**config.mk**
```make
export PLATFORM = sky130hd
export DESIGN_NAME = mem_req_queue_flat
export DESIGN_NICKNAME = d
export VERILOG_FILES = /design/src/rtl/mem_req_queue_if.sv /design/src/rtl/mem_req_queue.sv /design/src/flat_wrapper.sv
export SDC_FILE = /design/constraint.sdc
export NUM_CORES = 1
export LEC_CHECK = 0
export ABC_AREA = 0
export CORE_MARGIN = 1
export CORE_UTILIZATION = 60
export CTS_BUF_LIST = sky130_fd_sc_hd__clkbuf_8
export DETAILED_ROUTE_END_ITERATION = 10
export PLACE_DENSITY_LB_ADDON = 0.2
export SYNTH_ARGS = -nofsm -noshare
export SYNTH_HDL_FRONTEND = slang
export SYNTH_SLANG_ARGS = --single-unit
export TNS_END_PERCENT = 1
```
**constraint.sdc**
```tcl
create_clock -name CPU_clock -period 10.8 [get_ports CPU_clock]
set_input_delay 1.08 -clock CPU_clock [delete_from_list [all_inputs] [get_ports CPU_clock]]
set_output_delay 1.08 -clock CPU_clock [all_outputs]
set_load 0.02 [all_outputs]
```
**src/rtl/mem_req_queue_if.sv**
```systemverilog
// mem_req_queue_if: request-in and head-out handshakes of mem_req_queue.
// master drives requests and out_ready; slave is the queue.
interface mem_req_queue_if #(
    parameter int ADDR_W = 33,
    parameter int OP_W   = 2,
    parameter int TS_W   = 32
);
    logic              in_valid;
    logic              in_ready;
    logic [OP_W-1:0]   in_op;
    logic [ADDR_W-1:0] in_addr;
    logic [TS_W-1:0]   in_time;
    logic              out_valid;
    logic              out_ready;
    logic [OP_W-1:0]   out_op;
    logic [ADDR_W-1:0] out_addr;
    logic [TS_W-1:0]   out_time;

    modport master (
        output in_valid, in_op, in_addr, in_time, out_ready,
        input  in_ready, out_valid, out_op, out_addr, out_time
    );

    modport slave (
        input  in_valid, in_op, in_addr, in_time, out_ready,
        output in_ready, out_valid, out_op, out_addr, out_time
    );
endinterface

```
**src/rtl/mem_req_queue.sv**
```systemverilog
// mem_req_queue: timestamp-gated circular request queue for the DRAM scheduler.
// Define MEM_REQ_QUEUE_AGE_EXPIRE_EN to build head-entry aging and expiry.
module mem_req_queue #(
    parameter int DEPTH    = 16,
    parameter int ADDR_W   = 33,
    parameter int OP_W     = 2,
    parameter int TS_W     = 32,
    parameter int LIFE_MAX = 100
) (
    input  logic                       CPU_clock,
    input  logic                       rst_n,
    mem_req_queue_if.slave             bus,
    output logic [TS_W-1:0]            cur_time,
    output logic [$clog2(DEPTH+1)-1:0] count,
    output logic                       full,
    output logic                       empty,
    output logic                       insert_flag,
    output logic                       expire_flag
);
    localparam int CNT_W = $clog2(DEPTH + 1);
    localparam int PTR_W = $clog2(DEPTH);

    typedef logic [PTR_W-1:0] ptr_t;

    logic [OP_W-1:0]   op_q   [DEPTH];
    logic [ADDR_W-1:0] addr_q [DEPTH];
    logic [TS_W-1:0]   time_q [DEPTH];

    ptr_t             wr_ptr_q, wr_ptr_d;
    ptr_t             rd_ptr_q, rd_ptr_d;
    logic [CNT_W-1:0] count_q, count_d;
    logic [TS_W-1:0]  cur_time_q, cur_time_d;
    logic             full_q, full_d;
    logic             empty_q, empty_d;
    logic             insert_q, insert_d;
    logic             expire_q, expire_d;

    logic in_ready;
    logic out_valid;
    logic push;
    logic pop;
    logic expire;
    logic remove;
    logic advance;

    function automatic ptr_t ptr_inc(ptr_t p);
        return (p == ptr_t'(DEPTH - 1)) ? '0 : p + ptr_t'(1);
    endfunction

    assign in_ready      = rst_n && !full_q;
    assign out_valid     = rst_n && !empty_q;
    assign bus.in_ready  = in_ready;
    assign bus.out_valid = out_valid;
    assign bus.out_op    = op_q[rd_ptr_q];
    assign bus.out_addr  = addr_q[rd_ptr_q];
    assign bus.out_time  = time_q[rd_ptr_q];

    assign cur_time    = cur_time_q;
    assign count       = count_q;
    assign full        = full_q;
    assign empty       = empty_q;
    assign insert_flag = insert_q;
    assign expire_flag = expire_q;

`ifdef MEM_REQ_QUEUE_AGE_EXPIRE_EN
    localparam int AGE_W = $clog2(LIFE_MAX + 1);

    logic [AGE_W-1:0] age_q [DEPTH];
    logic [AGE_W-1:0] age_d [DEPTH];

    // Head retires on the edge whose increment would bring it to LIFE_MAX.
    assign expire = out_valid && !bus.out_ready &&
                    (age_q[rd_ptr_q] >= AGE_W'(LIFE_MAX - 1));

    always_comb begin
        for (int i = 0; i < DEPTH; i++) begin
            age_d[i] = age_q[i];
            if (age_q[i] != AGE_W'(LIFE_MAX)) begin
                age_d[i] = age_q[i] + AGE_W'(1);
            end
            if (push && (wr_ptr_q == ptr_t'(i))) begin
                age_d[i] = '0;
            end
        end
    end

    always_ff @(posedge CPU_clock) begin
        for (int i = 0; i < DEPTH; i++) begin
            if (!rst_n) begin
                age_q[i] <= '0;
            end else begin
                age_q[i] <= age_d[i];
            end
        end
    end
`else
    logic unused_life;

    assign expire      = 1'b0;
    assign unused_life = ^LIFE_MAX;
`endif

    always_comb begin
        advance = empty_q && bus.in_valid && in_ready &&
                  (bus.in_time > cur_time_q);
        push    = bus.in_valid && in_ready &&
                  ((bus.in_time <= cur_time_q) || empty_q);
        pop     = out_valid && bus.out_ready;
        remove  = pop || expire;

        wr_ptr_d = push ? ptr_inc(wr_ptr_q) : wr_ptr_q;
        rd_ptr_d = remove ? ptr_inc(rd_ptr_q) : rd_ptr_q;

        count_d = count_q;
        unique case ({push, remove})
            2'b10:   count_d = count_q + CNT_W'(1);
            2'b01:   count_d = count_q - CNT_W'(1);
            default: count_d = count_q;
        endcase

        full_d     = (count_d == CNT_W'(DEPTH));
        empty_d    = (count_d == '0);
        cur_time_d = advance ? bus.in_time : cur_time_q + TS_W'(1);
        insert_d   = push;
        expire_d   = expire;
    end

    always_ff @(posedge CPU_clock) begin
        if (!rst_n) begin
            wr_ptr_q   <= '0;
            rd_ptr_q   <= '0;
            count_q    <= '0;
            cur_time_q <= '0;
            full_q     <= 1'b0;
            empty_q    <= 1'b1;
            insert_q   <= 1'b0;
            expire_q   <= 1'b0;
        end else begin
            wr_ptr_q   <= wr_ptr_d;
            rd_ptr_q   <= rd_ptr_d;
            count_q    <= count_d;
            cur_time_q <= cur_time_d;
            full_q     <= full_d;
            empty_q    <= empty_d;
            insert_q   <= insert_d;
            expire_q   <= expire_d;
        end
    end

    always_ff @(posedge CPU_clock) begin
        if (push) begin
            op_q[wr_ptr_q]   <= bus.in_op;
            addr_q[wr_ptr_q] <= bus.in_addr;
            time_q[wr_ptr_q] <= bus.in_time;
        end
    end
endmodule

```
**src/flat_wrapper.sv**
```systemverilog
// flat-port wrapper written by rule: the top's interface ports become plain ports
module mem_req_queue_flat 
#(
    parameter int DEPTH    = 16,
    parameter int ADDR_W   = 33,
    parameter int OP_W     = 2,
    parameter int TS_W     = 32,
    parameter int LIFE_MAX = 100
)
  (CPU_clock, rst_n, cur_time, count, full, empty, insert_flag, expire_flag, bus_in_valid, bus_in_op, bus_in_addr, bus_in_time, bus_out_ready, bus_in_ready, bus_out_valid, bus_out_op, bus_out_addr, bus_out_time);
  mem_req_queue_if #(.ADDR_W(ADDR_W), .OP_W(OP_W), .TS_W(TS_W)) bus_i ();
  input  logic CPU_clock;
  input  logic rst_n;
  output logic [TS_W-1:0] cur_time;
  output logic [$clog2(DEPTH+1)-1:0] count;
  output logic full;
  output logic empty;
  output logic insert_flag;
  output logic expire_flag;
  input wire logic [$bits(bus_i.in_valid)-1:0] bus_in_valid;
  input wire logic [$bits(bus_i.in_op)-1:0] bus_in_op;
  input wire logic [$bits(bus_i.in_addr)-1:0] bus_in_addr;
  input wire logic [$bits(bus_i.in_time)-1:0] bus_in_time;
  input wire logic [$bits(bus_i.out_ready)-1:0] bus_out_ready;
  output wire logic [$bits(bus_i.in_ready)-1:0] bus_in_ready;
  output wire logic [$bits(bus_i.out_valid)-1:0] bus_out_valid;
  output wire logic [$bits(bus_i.out_op)-1:0] bus_out_op;
  output wire logic [$bits(bus_i.out_addr)-1:0] bus_out_addr;
  output wire logic [$bits(bus_i.out_time)-1:0] bus_out_time;
  assign bus_i.in_valid = bus_in_valid;
  assign bus_i.in_op = bus_in_op;
  assign bus_i.in_addr = bus_in_addr;
  assign bus_i.in_time = bus_in_time;
  assign bus_i.out_ready = bus_out_ready;
  assign bus_in_ready = bus_i.in_ready;
  assign bus_out_valid = bus_i.out_valid;
  assign bus_out_op = bus_i.out_op;
  assign bus_out_addr = bus_i.out_addr;
  assign bus_out_time = bus_i.out_time;
  mem_req_queue #(.DEPTH(DEPTH), .ADDR_W(ADDR_W), .OP_W(OP_W), .TS_W(TS_W), .LIFE_MAX(LIFE_MAX)) u_core (.CPU_clock(CPU_clock), .rst_n(rst_n), .bus(bus_i), .cur_time(cur_time), .count(count), .full(full), .empty(empty), .insert_flag(insert_flag), .expire_flag(expire_flag));
endmodule
```
After elaboration in Yosys (flattened, before gate mapping)
Memories as Yosys holds them, arrays and structs flattened. A register that Yosys moved wholly into a read port is not among the register bits.
Cells that the tools add are included.
{"block": "totals", "ff_bits": 48, "ramBits": 1072, "inputBits": 71, "output_inout_bits": 110, "wordCells": 46, "memories": 3}
{"memory": "u_core.addr_q", "depth": 16, "word_bits": 33, "read_ports": 1, "rd_clocked_by_memory_dff": 1, "write_ports": 1, "line": "mem_req_queue.sv:26", "source": "logic [ADDR_W-1:0] addr_q [DEPTH];"}
{"memory": "u_core.time_q", "depth": 16, "word_bits": 32, "read_ports": 1, "rd_clocked_by_memory_dff": 1, "write_ports": 1, "line": "mem_req_queue.sv:27", "source": "logic [TS_W-1:0] time_q [DEPTH];"}
{"memory": "u_core.op_q", "depth": 16, "word_bits": 2, "read_ports": 1, "rd_clocked_by_memory_dff": 1, "write_ports": 1, "line": "mem_req_queue.sv:25", "source": "logic [OP_W-1:0] op_q [DEPTH];"}
{"block": "classes", "add_sub_neg": 5, "n_lt_le_gt_ge": 2, "n_eq_ne": 5, "n_mux": 12, "reduce_logical": 12}
{"op": "adder 32 x 1 -> 32 bit, second input constant", "n": 1}
{"op": "> comparator 32 bit", "n": 1}
{"op": "<= comparator 32 bit", "n": 1}
{"op": "two-way mux 32 bit", "n": 1}
{"op": "two-way mux 4 bit", "n": 8}
{"op": "one-hot mux 5 bit (2 select lines)", "n": 1}
{"op": "adder 4 x 1 -> 4 bit, second input constant", "n": 2}
{"op": "equality test 4 bit, second input constant", "n": 2}
{"op": "logical AND 1 bit", "n": 8}
{"op": "adder 5 x 1 -> 5 bit, second input constant", "n": 1}
{"op": "equality test 5 bit, second input constant", "n": 1}
{"op": "zero test 5 bit", "n": 1}
{"op": "subtractor 5 x 1 -> 5 bit, second input constant", "n": 1}
{"op": "equality test 2 x 1 -> 1 bit, second input constant", "n": 1}
{"op": "equality test 2 bit, second input constant", "n": 1}
{"op": "zero test 1 bit", "n": 2}
{"op": "two-way mux 1 bit", "n": 2}
{"op": "logical OR 1 bit", "n": 1}

Logic depth before layout (Yosys ltp)
{"block": "depth", "ltp_word": 7, "ltp_mapped": 17, "ltp_nobuf": 17}

Least setup slack after synthesis
Ideal clock, no wire load.
{"block": "synth_path", "path_type": "input port to flip-flop", "start": "input bus_in_time[1]", "end": "memory u_core.addr_q[3][0] (enable)", "setup_ps": 574, "t_arrival_ps": 7408, "t_required_ps": 10226, "path_slack_ps": 2818, "path_stages": 8, "path_buffers": 0, "cell_sequence": "ha_1 -> nor2b_1 -> o211ai_1 -> a2111oi_0 -> a2111o_1 -> a221oi_4 -> nand2_1 -> nor3_1"}
{"block": "synth_between", "elab_chain_len": 5}
{"item": "start, declared", "line": "flat_wrapper.sv:23", "source": "input wire logic [$bits(bus_i.in_time)-1:0] bus_in_time;"}
{"item": "<= comparator 32 bit", "line": "mem_req_queue.sv:107", "source": "((bus.in_time <= cur_time_q) || empty_q);"}
{"item": "logical OR 1 bit", "line": "mem_req_queue.sv:107"}
{"item": "logical AND 1 bit", "line": "mem_req_queue.sv:106", "source": "push = bus.in_valid && in_ready &&"}
{"item": "two-way mux 1 bit", "line": "mem_req_queue.sv:151", "source": "if (push) begin"}
{"item": "two-way mux 1 bit (not written as such)", "line": "mem_req_queue.sv:153", "source": "addr_q[wr_ptr_q] <= bus.in_addr;"}
{"item": "end, declared", "line": "mem_req_queue.sv:26"}
No other way between the ends.

==> impl_metrics.env <==
export IMPL_cts_hold_buffers=0
export IMPL_finalWirelength_mm=92.22
export IMPL_start_util=0.6077
export IMPL_relSlewSlack=0.1977
export IMPL_grt_pass1_vias=21700
export IMPL_synth_warnings=0
export IMPL_num_rows=98
export IMPL_via_per_inst=6.353
export IMPL_total_power_w=0.008492
export IMPL_async_flop_share=0
export IMPL_worstPathMaxFanout=75
export IMPL_p_per_area_nw_per_um2=171.5
export IMPL_yosys_area_top_type="edfxtp_1"
export IMPL_grt_max_degree=101
export IMPL_ys_top_cells_by_count="edfxtp_1 (1072), mux4_2 (335), nor2_1 (62), clkbuf_1 (55), dfxtp_1 (52)"
export IMPL_final_area_um2=49530
export IMPL_drc=0
export IMPL_cts_resized=0
export IMPL_drive_above_1_share=0.2575
export IMPL_die_area_um2=73610
export IMPL_cts_buffers=170
export IMPL_port_buffers=179
export IMPL_slowest_stage="buf_4"
export IMPL_required_ns=9.72
export IMPL_dpl_cell_count=2978
export IMPL_maxCapViolations=0
export IMPL_vias=20880
export IMPL_dr_pass1_iters=7
export IMPL_hp_class="flop to flop"
export IMPL_max_freq_mhz=162.2
export IMPL_place_hpwl_mm=48.56
export IMPL_worstSetupStartpointType="flop"
export IMPL_grt_setup_unrepaired="false"
export IMPL_post_drt_wl_per_cell_um=28.06
export IMPL_drtIter0Drc=2119
export IMPL_clkSinkCount=1124
export IMPL_ios=181
export IMPL_worst_pin_slew_ns=1.203
export IMPL_gr_total_overflow=0
export IMPL_syn_num_nets=2020
export IMPL_final_nets=2314
export IMPL_ys_types=47
export IMPL_synth_flop_cell="edfxtp_1"
export IMPL_place_area_um2=46510
export IMPL_path_delay_family="buffers and inverters"
export IMPL_cts_setup_buffers=0
export IMPL_outcome="finished clean"
export IMPL_syn_inst=1906
export IMPL_htreeDepth=4
export IMPL_clk_latency_ns=0.80
export IMPL_r2r_cells=9
export IMPL_fin_worst_skew_ns=0.03253
export IMPL_avgSynthCellArea_um2=22.83
export IMPL_synth_edf_count=1072
export IMPL_antenna_found_initial=2
export IMPL_die_h_um=271.3
export IMPL_crit_chain="buf_4 -> buf_4 -> mux4_2 -> mux4_2 -> clkdlybuf4s50_1"
export IMPL_fillers=4330
export IMPL_critical_path_arrival_ns=5.08
export IMPL_clock_path_buffers=3
export IMPL_core_area_um2=71610
export IMPL_grt_usage=0.2593
export IMPL_finalMaxSlewViolations=0
export IMPL_path_clk_slew_ns=0.06
export IMPL_min_period_over_period=0.5708
export IMPL_die_w_um=271.3
export IMPL_finalHoldViolCount=0
export IMPL_yosysSeqAreaShare=0.7637
export IMPL_grt_pass1_wl_mm=138.2
export IMPL_routabilityCongestion=0.7950
export IMPL_postRouteAntennaNets=0
export IMPL_setup_tns_ns=0
export IMPL_slowest_delay_ns=0.96
export IMPL_path_buf_inv=3
export IMPL_finalSetupViolCount=0
export IMPL_cts_tree="yes"
export IMPL_layout_cells_non_filler=3286
export IMPL_synthToLayoutAreaGrowth_pct=13.81
export IMPL_critPathCaptureType="primary output"
export IMPL_cts_root_buf="clkbuf_8"
export IMPL_ys_seq_elements=1124
export IMPL_crit_cells=5
export IMPL_p_leak_nw=15.32
export IMPL_netlist_area_um2=43520
export IMPL_yosysTopAreaCellShare=0.7397
export IMPL_final_util=0.6916
export IMPL_yosysMostFrequentCell="edfxtp_1"
export IMPL_fin_crit_ns=6.165
export IMPL_setup_worst_path_class="flop to primary output"
export IMPL_irDropWorstVdd_mv=0.1027
export IMPL_holdPathStages=2
export IMPL_synthTopCellsByArea="edfxtp_1 (74%), mux4_2 (17%), dfxtp_1 (2.4%)"
-- kinds of logic after synthesis --
| kind of cell | after synthesis | synth area share |
|---|---|---|
| flops | 1124 | 0.7637 |
| mux | 342 | 0.1750 |
| simple gates | 157 | 0.01768 |
| buf+inv | 128 | 0.01185 |
| compound gates | 77 | 0.01219 |
| fa+ha+maj | 43 | 0.01254 |
| xor+xnor | 34 | 0.007016 |
| other cells | 1 | 0.00008617 |
-- layer usage --
metal | part of all wire | track usage
met1 | 0.41 | 0.3789
met2 | 0.49 | 0.4078
met3 | 0.075 | 0.04918
met4 | 0.020 | 0.07496
met5 | 0.00014 | 0
-- worst min-delay path: cells and delay by family (launching register included) --
family / cells / cell delay [ns]
compound gates: 2 / 0.15
flops: 1 / 0.32
-- power by group --
group / switching (W) / internal [W] / leakage [nW]
sequential: 0.0000337 / 0.00482 / 10.1
clock: 0.00155 / 0.00155 / 1.78
combinational: 0.000295 / 0.000251 / 3.45
-- cell usage in the layout, fill, tap and decap left out, types with 2 or more instances in the layout --
| cell | netlist | final |
|---|---|---|
| edfxtp_1 | 1072 | 1072 |
| mux4_2 | 335 | 335 |
| clkdlybuf4s50_1 | 0 | 179 |
| clkbuf_8 | 0 | 178 |
| inv_1 | 37 | 102 |
| nor2_1 | 62 | 50 |
| dfxtp_1 | 52 | 48 |
| ha_1 | 42 | 42 |
| clkinv_1 | 0 | 38 |
| buf_4 | 1 | 31 |
| xnor2_1 | 30 | 30 |
| a211oi_1 | 28 | 28 |
| nand2_1 | 26 | 26 |
| a21oi_1 | 24 | 24 |
| nand3_1 | 16 | 16 |
| clkinv_2 | 0 | 16 |
| nand4_1 | 14 | 14 |
| nor2_4 | 0 | 12 |
| nor3_1 | 14 | 10 |
| o21ai_0 | 8 | 8 |
| nor4_1 | 7 | 7 |
| mux2i_1 | 7 | 7 |
| a21o_1 | 4 | 4 |
| nand2b_1 | 4 | 4 |
| nor3_2 | 0 | 4 |
| dfxtp_4 | 0 | 4 |
| clkinvlp_4 | 0 | 4 |
| and3_1 | 3 | 3 |
| xor2_1 | 3 | 3 |
| inv_6 | 0 | 3 |
| diode_2 | 0 | 2 |
| inv_2 | 2 | 2 |
| a22oi_1 | 2 | 2 |
| a311oi_1 | 2 | 2 |
| nand3_2 | 2 | 2 |
| or4_4 | 2 | 2 |
| or3_1 | 2 | 2 |
-- final timing paths --
check,start,to,slack (ns)
setup / recovery,flop,bus_out_time[17],4.64
hold / removal,u_core.rd_ptr_q[3]$_SDFFE_PN0P_,flop,0.52
setup reg to reg,u_core.cur_time[26]$_SDFF_PN0_,u_core.addr_q[8][22]$_DFFE_PP_,5.76
hold reg to reg,u_core.rd_ptr_q[3]$_SDFFE_PN0P_,flop,0.52
-- sequential cells by signal (all words and copies together) (netlist names), named ones only --
register	count
u_core.op_q	32
u_core.insert_flag	1
u_core.time_q	512
u_core.empty	1
u_core.wr_ptr_q	4
u_core.rd_ptr_q	4
u_core.full	1
u_core.cur_time	32
u_core.addr_q	528
u_core.count	5
-- metrics by stage --
stage               hold WS, ns  setup WS (ns)
global route             0.5465          4.218
finish                   0.5184          4.635
global placement         0.4924          4.285
floorplan                0.4724          2.818
detailed placement       0.4910          4.146
CTS                      0.5116          4.408
-- area by class of cell --
cell class                 count  area (µm²)  share of cell area
clock inverter               128       564.3             0.01139
antenna                        2       5.005           0.0001011
tap                          950        1189             0.02400
sequential                  1124       33250              0.6713
multi-input combinational    654        9879              0.1995
timing repair buffer         211        2044             0.04128
clock buffer                 178        2450             0.04947
inverter                      39       146.4            0.002956
No activity file was read; power rests on OpenSTA's default activity.
